==> config.mk <==
export PLATFORM = sky130hd
export DESIGN_NAME = booth_r4_mul_seq
export DESIGN_NICKNAME = d
export VERILOG_FILES = /design/src/rtl/booth_pkg.sv /design/src/rtl/booth_r4_enc.sv /design/src/rtl/booth_r4_mul_seq.sv
export SDC_FILE = /design/constraint.sdc
export NUM_CORES = 1
export LEC_CHECK = 0
export CELL_PAD_IN_SITES_DETAIL_PLACEMENT = 1
export CELL_PAD_IN_SITES_GLOBAL_PLACEMENT = 1
export CORE_ASPECT_RATIO = 1.25
export CORE_MARGIN = 8
export CORE_UTILIZATION = 46
export CTS_BUF_LIST = sky130_fd_sc_hd__clkbuf_8
export DETAILED_ROUTE_END_ITERATION = 10
export HOLD_SLACK_MARGIN = 0.02
export PLACE_DENSITY_LB_ADDON = 0.1
export SLEW_MARGIN = 20
export SYNTH_ARGS = -nofsm -noshare
export SYNTH_HDL_FRONTEND = slang
export SYNTH_SLANG_ARGS = --single-unit
==> constraint.sdc <==
create_clock -name clk -period 6.24 [get_ports clk]
set_clock_uncertainty 0.15 [all_clocks]
set_input_delay 1.872 -clock clk [delete_from_list [all_inputs] [get_ports clk]]
set_output_delay 1.872 -clock clk [all_outputs]
set_load 0.1 [all_outputs]
==> src/rtl/booth_pkg.sv <==
// rtl/booth_pkg.sv - shared state and Booth digit encodings for the radix-4 multiplier
package booth_pkg;

  typedef enum logic [1:0] {
    ST_IDLE = 2'd0,
    ST_RUN  = 2'd1,
    ST_DONE = 2'd2
  } state_t;

  // Digit codes are packed as {zero, two, neg}.
  localparam logic [2:0] BOOTH_ZERO = 3'b100;
  localparam logic [2:0] BOOTH_POS1 = 3'b000;
  localparam logic [2:0] BOOTH_POS2 = 3'b010;
  localparam logic [2:0] BOOTH_NEG1 = 3'b001;
  localparam logic [2:0] BOOTH_NEG2 = 3'b011;

endpackage

==> src/rtl/booth_r4_enc.sv <==
// rtl/booth_r4_enc.sv - radix-4 Booth recoder: 3-bit multiplier group to {zero, two, neg}
module booth_r4_enc
  import booth_pkg::*;
(
  input  logic [2:0] grp,
  output logic       zero,
  output logic       two,
  output logic       neg
);

  logic [2:0] code;

  always_comb begin
    code = BOOTH_ZERO;
    case (grp)
      3'b000, 3'b111: code = BOOTH_ZERO;
      3'b001, 3'b010: code = BOOTH_POS1;
      3'b011:         code = BOOTH_POS2;
      3'b100:         code = BOOTH_NEG2;
      3'b101, 3'b110: code = BOOTH_NEG1;
      default:        code = BOOTH_ZERO;
    endcase
  end

  assign {zero, two, neg} = code;

endmodule

==> src/rtl/booth_r4_mul_seq.sv <==
// rtl/booth_r4_mul_seq.sv - iterative radix-4 Booth multiplier, signed/unsigned per transaction
module booth_r4_mul_seq
  import booth_pkg::*;
#(
  parameter int WIDTH = 8
) (
  input  logic               clk,
  input  logic               rst_n,
  input  logic               in_valid,
  output logic               in_ready,
  input  logic               in_signed,
  input  logic [WIDTH-1:0]   a,
  input  logic [WIDTH-1:0]   b,
  output logic               out_valid,
  input  logic               out_ready,
  output logic [2*WIDTH-1:0] p
);

  localparam int ITER = WIDTH / 2 + 1;
  localparam int PW   = 2 * WIDTH;
  localparam int CW   = $clog2(ITER);

  if ((WIDTH % 2) != 0 || WIDTH < 4) begin : g_bad_width
    $error("booth_r4_mul_seq: WIDTH must be even and >= 4");
  end

  state_t          state;
  logic [PW-1:0]   acc;
  logic [PW-1:0]   mcand_sh;
  logic [WIDTH+2:0] mplier;
  logic [CW-1:0]   cnt;

  logic [PW-1:0]    ext_a;
  logic [WIDTH+1:0] ext_b;
  logic [PW-1:0]    mag;
  logic [PW-1:0]    term;
  logic             d_zero, d_two, d_neg;

  // Two extra extension bits keep -2^(W-1) and 2^W-1 representable as Booth multipliers.
  assign ext_a = in_signed ? {{WIDTH{a[WIDTH-1]}}, a} : {{WIDTH{1'b0}}, a};
  assign ext_b = {{2{in_signed & b[WIDTH-1]}}, b};

  booth_r4_enc u_enc (
    .grp  (mplier[2:0]),
    .zero (d_zero),
    .two  (d_two),
    .neg  (d_neg)
  );

  // mcand_sh already carries the 4^i weight, so the partial product needs no barrel shift.
  always_comb begin
    mag  = d_two ? (mcand_sh << 1) : mcand_sh;
    term = '0;
    if (!d_zero) term = d_neg ? (~mag + 1'b1) : mag;
  end

  always_ff @(posedge clk or negedge rst_n) begin
    if (!rst_n) begin
      state     <= ST_IDLE;
      in_ready  <= 1'b0;
      out_valid <= 1'b0;
      p         <= '0;
      acc       <= '0;
      mcand_sh  <= '0;
      mplier    <= '0;
      cnt       <= '0;
    end else begin
      case (state)
        ST_IDLE: begin
          if (in_valid && in_ready) begin
            state    <= ST_RUN;
            in_ready <= 1'b0;
            acc      <= '0;
            cnt      <= '0;
            mcand_sh <= ext_a;
            mplier   <= {ext_b, 1'b0};
          end else begin
            in_ready <= 1'b1;
          end
        end
        ST_RUN: begin
          acc      <= acc + term;
          mcand_sh <= mcand_sh << 2;
          mplier   <= mplier >> 2;
          cnt      <= cnt + 1'b1;
          if (cnt == CW'(ITER - 1)) state <= ST_DONE;
        end
        ST_DONE: begin
          if (!out_valid) begin
            p         <= acc;
            out_valid <= 1'b1;
          end else if (out_ready) begin
            out_valid <= 1'b0;
            in_ready  <= 1'b1;
            state     <= ST_IDLE;
          end
        end
        default: begin
          state    <= ST_IDLE;
          in_ready <= 1'b0;
        end
      endcase
    end
  end

endmodule

# After elaboration in Yosys (flattened, before gate mapping)

Memory sizes are Yosys's and may differ from the RTL's.
Index checks and enable logic that the tools add are counted.

Reduce and logical (&&, ||, !) cells: 7
Equality and inequality tests: 7
Add/subtract/negate cells: 3
Bitwise logic cells: 4
Muxes and demuxes: 23

Operator list:

| operator                                       | count |
|---|---|
| two-way mux 16 bit                             | 6 |
| case mux 16 bit (2 select lines)               | 2 |
| case mux 11 bit (2 select lines)               | 1 |
| adder 16 x 1 -> 16 bit (second input constant) | 1 |
| adder 16 bit                                   | 1 |
| inverter 16 bit                                | 1 |
| two-way mux 11 bit                             | 1 |
| two-way mux 2 bit                              | 4 |
| != test 2 bit (second input constant)          | 4 |
| case mux 2 bit (3 select lines)                | 1 |
| case mux 3 bit (2 select lines)                | 1 |
| two-way mux 1 bit                              | 5 |
| AND reduction 2 bit                            | 2 |
| AND reduction 4 bit                            | 1 |
| adder 3 x 1 -> 3 bit (second input constant)   | 1 |
| == test 3 bit (second input constant)          | 1 |
| two-way mux 3 bit                              | 1 |
| case mux 1 bit (3 select lines)                | 1 |
| AND reduction 3 bit                            | 1 |
| == test 2 x 1 -> 1 bit (second input constant) | 1 |
| == test 2 bit (second input constant)          | 1 |
| logical NOT 2 bit                              | 1 |
| inverter 1 bit                                 | 2 |
| nonzero test 2 bit                             | 1 |
| 2 further kinds                                | 2 |

Flip-flop bits (word level): 66
Memory bits (read-only): 24
Memories: 1
Output and inout port bits: 18

Memories:

| name            | depth | bits a word | read ports | clocked after memory_dff | wr ports | line               | text |
|---|---|---|---|---|---|---|---|
| (no name shown) | 8     | 3           | 1          | 0                        | 0        | booth_r4_enc.sv:15 | `case (grp)` |

# Logic depth before layout (Yosys ltp)

An unclocked memory read counts as a cell.

Depth after elaboration: 8
Mapped depth: 25
Mapped depth without buffers: 22

# Cells and area by module

A second synthesis with hierarchy kept.

Cells, all modules: 492
Area total of the unflattened synthesis: 4136.5 µm²

Modules (own cells, without submodules):

| module           | area each (µm²) | times used | cells an instance |
|---|---|---|---|
| booth_r4_mul_seq | 4100.2          | 1          | 486 |
| booth_r4_enc     | 36.3            | 1          | 6 |

# Least setup slack after synthesis

Ideal clock, no wire load.

Kind: flip-flop to flip-flop
From: register mplier[2]
To: register acc[15]
Slack: 686 ps
Clock period less this slack: 5554 ps
Arrival time: 5286 ps
Stages on the path, launching flop included: 25
Cells stage by stage: dfrtp_1 -> clkbuf_1 -> clkbuf_1 -> clkbuf_1 -> clkbuf_1 -> clkbuf_1 -> nand2_1 -> o311ai_0 -> ha_1 -> nand2b_2 -> a311o_1 -> a211o_1 -> or2_1 -> nand2_1 -> xor2_1 -> o221ai_1 -> ha_1 -> and4_1 -> a21o_1 -> a221oi_1 -> a21boi_1 -> a41oi_1 -> xnor2_1 -> a21o_1 -> a21o_1

Cells in the longest elaborated chain, start to end: 8

Ends and longest elaborated chain:

| item                                 | line                   | text |
|---|---|---|
| from (decl)                          | booth_r4_mul_seq.sv:30 | `logic [WIDTH+2:0] mplier;` |
| from (signal assigned)               | booth_r4_mul_seq.sv:76 | `mplier <= {ext_b, 1'b0};` |
| from (signal assigned)               | booth_r4_mul_seq.sv:84 | `mplier <= mplier >> 2;` |
| memory (8 x 3 bit) (*)               | -                      |  |
| two-way mux 16 bit                   | booth_r4_mul_seq.sv:52 | `mag = d_two ? (mcand_sh << 1) : mcand_sh;` |
| inverter 16 bit                      | booth_r4_mul_seq.sv:54 | `if (!d_zero) term = d_neg ? (~mag + 1'b1) : mag;` |
| adder 16 x 1 -> 16 bit               | booth_r4_mul_seq.sv:54 |  |
| two-way mux 16 bit                   | booth_r4_mul_seq.sv:54 |  |
| two-way mux 16 bit (*)               | booth_r4_mul_seq.sv:54 |  |
| adder 16 bit (*)                     | booth_r4_mul_seq.sv:82 | `acc <= acc + term;` |
| case mux 16 bit (2 select lines) (*) | booth_r4_mul_seq.sv:68 | `case (state)` |
| to (signal assigned)                 | booth_r4_mul_seq.sv:82 |  |
| to (decl)                            | booth_r4_mul_seq.sv:28 | `logic [PW-1:0] acc;` |

Every way passes the cells marked *; elsewhere a longest branch is shown, timed or not.
A chain may end at the register's enable or synchronous reset.

# Worst setup path after layout

From: register mplier[0]
To: register acc[15]

The elaborated chain is that of the path after synthesis.

==> results.txt <==
The run finished with clean final reports. The class of the most critical setup path was reg -> reg. After detailed routing, the number of vias per cell comes to 5.98. Clock root buffer: sky130_fd_sc_hd__clkbuf_8. The source of the worst register-to-register timing path is mplier[0]$_DFFE_PN0P_.

0 antenna diodes ended up in the layout. Leaving out filler cells and counting taps, the final layout contains 690. The sink count of the clock tree was 65. In the post-synthesis netlist, the biggest area contributors are sky130_fd_sc_hd__dfrtp_1, sky130_fd_sc_hd__nand2_1, sky130_fd_sc_hd__ha_1. A synthesized cell averages 8.33 sq um. The later pin in the worst-skew pair is clocked with a latency of 0.35 ns. Wire length of the first global-routing pass: 22.4 mm. The global router's overall resource usage was 20.4%. Iteration-0 DRC count of the detailed router: 185. The total length of routed wires was 13.2 mm; the count of mapped cells out of synthesis was 544. The worst setup path is launched from a register. Post-CTS repair changed the size of 0 cells.

The die is 127 um tall. Synthesis inferred 65 register bits. The die covers 13300 sq um. The maximum clock frequency was 0.179 GHz. Setup repair after global routing left no endpoint under its margin. For the number of maximum-capacitance violations, the log shows 0.

The peak fanout along the critical path was 23. The post-route netlist has 10.1% of its cells at a drive strength greater than 1. The clock passes through at most 2 buffers. In the finished design, the share of the clock period the worst path needs comes to 89.4%. The detailed router placed 4129 vias in this run. The placed wire-length estimate was 9.22 mm; the number of enable-type register cells in the synthesized netlist was 0.

Counting flops with an async set or reset pin after synthesis yields a share of 100%. The worst register-to-register path has a setup slack of 0.66 ns. The residual DRC count came out at 0. The worst path required time was 6.33 ns; the number of buffers added for setup after CTS was 0. The congestion estimate from routability-driven global placement came to 0.860. The post-route antenna net violation count was 0. After floorplanning, the core was divided into 40 placement rows. TritonCTS created 9 clock buffers. For this run, the number of Yosys warnings is 0. At the pin with the least slew margin, the transition time is 0.980 ns.

Total non-filler cell area in the finished layout: 5200 sq um. STA classifies the critical path endpoint as a register. The number of cell instances on the worst register-to-register path is 21. Capture instance of the worst register-to-register path: acc[15]$_DFFE_PN0P_.

Data on the critical path arrives at its endpoint at 5.67 ns. The run gives 584 as the number of nets produced by synthesis. TritonCTS built the clock tree.

The smallest clock period supported by the final layout is computed as 5.58 ns. The tools report the number of max-slew violations in the final report as 0. Global routing finished with a remaining overflow of 0.

In the synthesized netlist the dominant register cell turns out to be sky130_fd_sc_hd__dfrtp_1. The final count of hold timing violations was 0. Compared with the post-synthesis result, the final layout area differs by 14.7%.

After detailed placement, the total cell area comes to 4980 sq um. The biggest area contributor in the post-synthesis netlist is sky130_fd_sc_hd__dfrtp_1. The endpoint with the worst hold slack was p[10]$_DFFE_PN0P_.

The post-synthesis cell area was 4530 sq um. For the initial antenna violation count, the log shows 0. In the final routed layout, each cell accounts on average for 19.2 um.

The run gives 66 as the largest net degree at the start of global routing. Of the synthesized area, sequential elements account for 35.9%. Before antenna repair, the detailed router went through 4 iterations.

The run gives 3 as the count of H-tree levels built during CTS. The number of placed instances, taps included came out at 675. In this run the most critical hold path is launched from p[10]$_DFFE_PN0P_. Proportion of netlist area held by the largest area contributor: 35.9%.

The cell depth of the worst hold path is 1. The relative slew slack was 34.5%; the clock-pin slew reported for the worst setup and hold paths after clock tree synthesis was 0.07 ns. In this run the tool buffered the top-level ports with 38 buffer cells. The type of the worst min-delay path is reg -> reg.

The total negative slack was 0 ns; the final layout net count was 600. Post-cts hold buffer count: 0. After synthesis, the netlist uses 63 different library cells. The run gives 4351 as the number of global-route vias before repair. After layout, the worst setup slack is 0.663 ns. The region available for standard cell placement spans 9610 sq um. The worst-case setup slack after placement was 0.741 ns; the floorplan die width was 105 um.

The initial utilization of the core area, before any placement, comes to 47.2%. The run gives 39 as the top-level I/O count. For the total setup violations reported at the end of the flow, the log shows 0.
==> registers in the layout, summed over array words and instances (netlist names) <==
signal,count
state,2
mplier,10
mcand_sh,16
acc,16
out_valid,1
cnt,3
in_ready,1
p,16
==> Yosys cell counts (3+ instances only) <==
| library cell | count |
|---|---|
| sky130_fd_sc_hd__a211o_1 | 3 |
| sky130_fd_sc_hd__a211oi_1 | 3 |
| sky130_fd_sc_hd__a21o_1 | 8 |
| sky130_fd_sc_hd__a21oi_1 | 29 |
| sky130_fd_sc_hd__a22oi_1 | 15 |
| sky130_fd_sc_hd__a311oi_1 | 5 |
| sky130_fd_sc_hd__a31o_2 | 3 |
| sky130_fd_sc_hd__a31oi_1 | 18 |
| sky130_fd_sc_hd__and2_1 | 4 |
| sky130_fd_sc_hd__buf_1 | 6 |
| sky130_fd_sc_hd__clkbuf_1 | 36 |
| sky130_fd_sc_hd__dfrtp_1 | 65 |
| sky130_fd_sc_hd__ha_1 | 18 |
| sky130_fd_sc_hd__inv_1 | 8 |
| sky130_fd_sc_hd__mux2_2 | 16 |
| sky130_fd_sc_hd__mux2i_1 | 3 |
| sky130_fd_sc_hd__nand2_1 | 97 |
| sky130_fd_sc_hd__nand2b_1 | 5 |
| sky130_fd_sc_hd__nand3_1 | 10 |
| sky130_fd_sc_hd__nor2_1 | 29 |
| sky130_fd_sc_hd__nor2b_1 | 13 |
| sky130_fd_sc_hd__nor3_1 | 9 |
| sky130_fd_sc_hd__nor3b_1 | 3 |
| sky130_fd_sc_hd__o211ai_1 | 4 |
| sky130_fd_sc_hd__o21ai_0 | 33 |
| sky130_fd_sc_hd__o21ai_1 | 11 |
| sky130_fd_sc_hd__o21bai_1 | 3 |
| sky130_fd_sc_hd__o221ai_1 | 3 |
| sky130_fd_sc_hd__o22ai_1 | 5 |
| sky130_fd_sc_hd__o31ai_1 | 3 |
| sky130_fd_sc_hd__or2_2 | 3 |
| sky130_fd_sc_hd__or3_1 | 4 |
| sky130_fd_sc_hd__xnor2_1 | 20 |
| sky130_fd_sc_hd__xor2_1 | 13 |
==> area by class of cell <==
type	count	area (sq um)
Timing Repair Buffer	50	465
Clock inverter	5	80.1
Multi-Input combinational cell	425	2700
Tap cell	126	158
Fill cell	1159	4410
Sequential cell	65	1630
Inverter	9	33.8
Clock buffer	10	138
==> per-stage QoR <==
step           hold WS [ns]  utilization (%)
2_1_floorplan         0.318                -
3_3_place_gp          0.338             51.8
3_5_place_dp          0.344             51.8
4_1_cts               0.361             54.1
5_1_grt               0.382             54.1
6_report              0.361             54.1
==> critical path, cell delays in order, from the launching register on <==
cell and delay, ns:
sky130_fd_sc_hd__dfrtp_1 0.79, sky130_fd_sc_hd__inv_2 0.28, sky130_fd_sc_hd__nor3_1 0.22, sky130_fd_sc_hd__o21ai_0 0.09, sky130_fd_sc_hd__o311ai_0 0.12, sky130_fd_sc_hd__ha_1 0.29
sky130_fd_sc_hd__nand2b_2 0.08, sky130_fd_sc_hd__a311o_1 0.36, sky130_fd_sc_hd__a211o_1 0.34, sky130_fd_sc_hd__or2_1 0.29, sky130_fd_sc_hd__nand2_1 0.10, sky130_fd_sc_hd__xor2_1 0.14
sky130_fd_sc_hd__o221ai_1 0.14, sky130_fd_sc_hd__ha_1 0.37, sky130_fd_sc_hd__and4_1 0.27, sky130_fd_sc_hd__a21o_1 0.21, sky130_fd_sc_hd__a221oi_1 0.36, sky130_fd_sc_hd__a21boi_1 0.13
sky130_fd_sc_hd__a41oi_1 0.27, sky130_fd_sc_hd__xnor2_1 0.12, sky130_fd_sc_hd__a21o_1 0.19, sky130_fd_sc_hd__a21o_1 0.16
==> worst max-delay path by stage <==
stage	from	end	slack (ns)	depth (start not counted)
6_report	mplier[0]$_DFFE_PN0P_	acc[15]$_DFFE_PN0P_	0.66	21
5_1_grt	mplier[0]$_DFFE_PN0P_	acc[15]$_DFFE_PN0P_	0.20	21
4_1_cts	mplier[0]$_DFFE_PN0P_	acc[15]$_DFFE_PN0P_	0.70	21
3_5_place_dp	mplier[0]$_DFFE_PN0P_	acc[15]$_DFFE_PN0P_	0.74	21
3_3_place_gp	mplier[0]$_DFFE_PN0P_	acc[15]$_DFFE_PN0P_	0.93	21
2_1_floorplan	mplier[2]$_DFFE_PN0P_	acc[15]$_DFFE_PN0P_	0.69	24
==> metal layers <==
layer,up-vias,track usage [%],routed length (um)
met4,0,8.08,359
li1,1967,-,-
met3,23,3.02,324
met1,2073,25.0,5950
met5,-,0,0
met2,66,35.3,6580
==> placed cells by master, fill, tap and decap left out, drive strengths merged, types with 3 or more instances in the layout <==
cell,netlist,final
a211oi,3,3
o221ai,3,3
a21o,8,8
mux2,16,16
nor2b,13,13
nor2,29,29
nand3,10,10
xor2,13,13
and4,3,3
a211o,3,3
or3,6,6
clkdlybuf4s50,0,37
o21bai,3,3
xnor2,20,20
and2,4,4
nand2,97,97
o22ai,5,5
a311oi,5,5
nand2b,6,6
o31ai,3,3
clkbuf,36,10
inv,9,9
nor3,10,10
a21oi,29,29
a22oi,15,15
mux2i,3,3
nor3b,4,4
a31oi,18,18
dfrtp,65,65
o211ai,4,4
o21ai,44,44
buf,9,13
a31o,4,4
ha,18,18
or2,5,5
==> logic make-up after synthesis <==
family | Yosys count | synth area share, %
simple gates | 191 | 19.8
mux | 19 | 4.64
buf+inv | 54 | 4.61
flops | 65 | 35.9
compound gates | 163 | 23.3
xor+xnor | 33 | 6.38
fa+ha+maj | 19 | 5.41
Power is not shown: default switching activity piles up to over one toggle a cycle in this logic, so the estimate is an artifact.
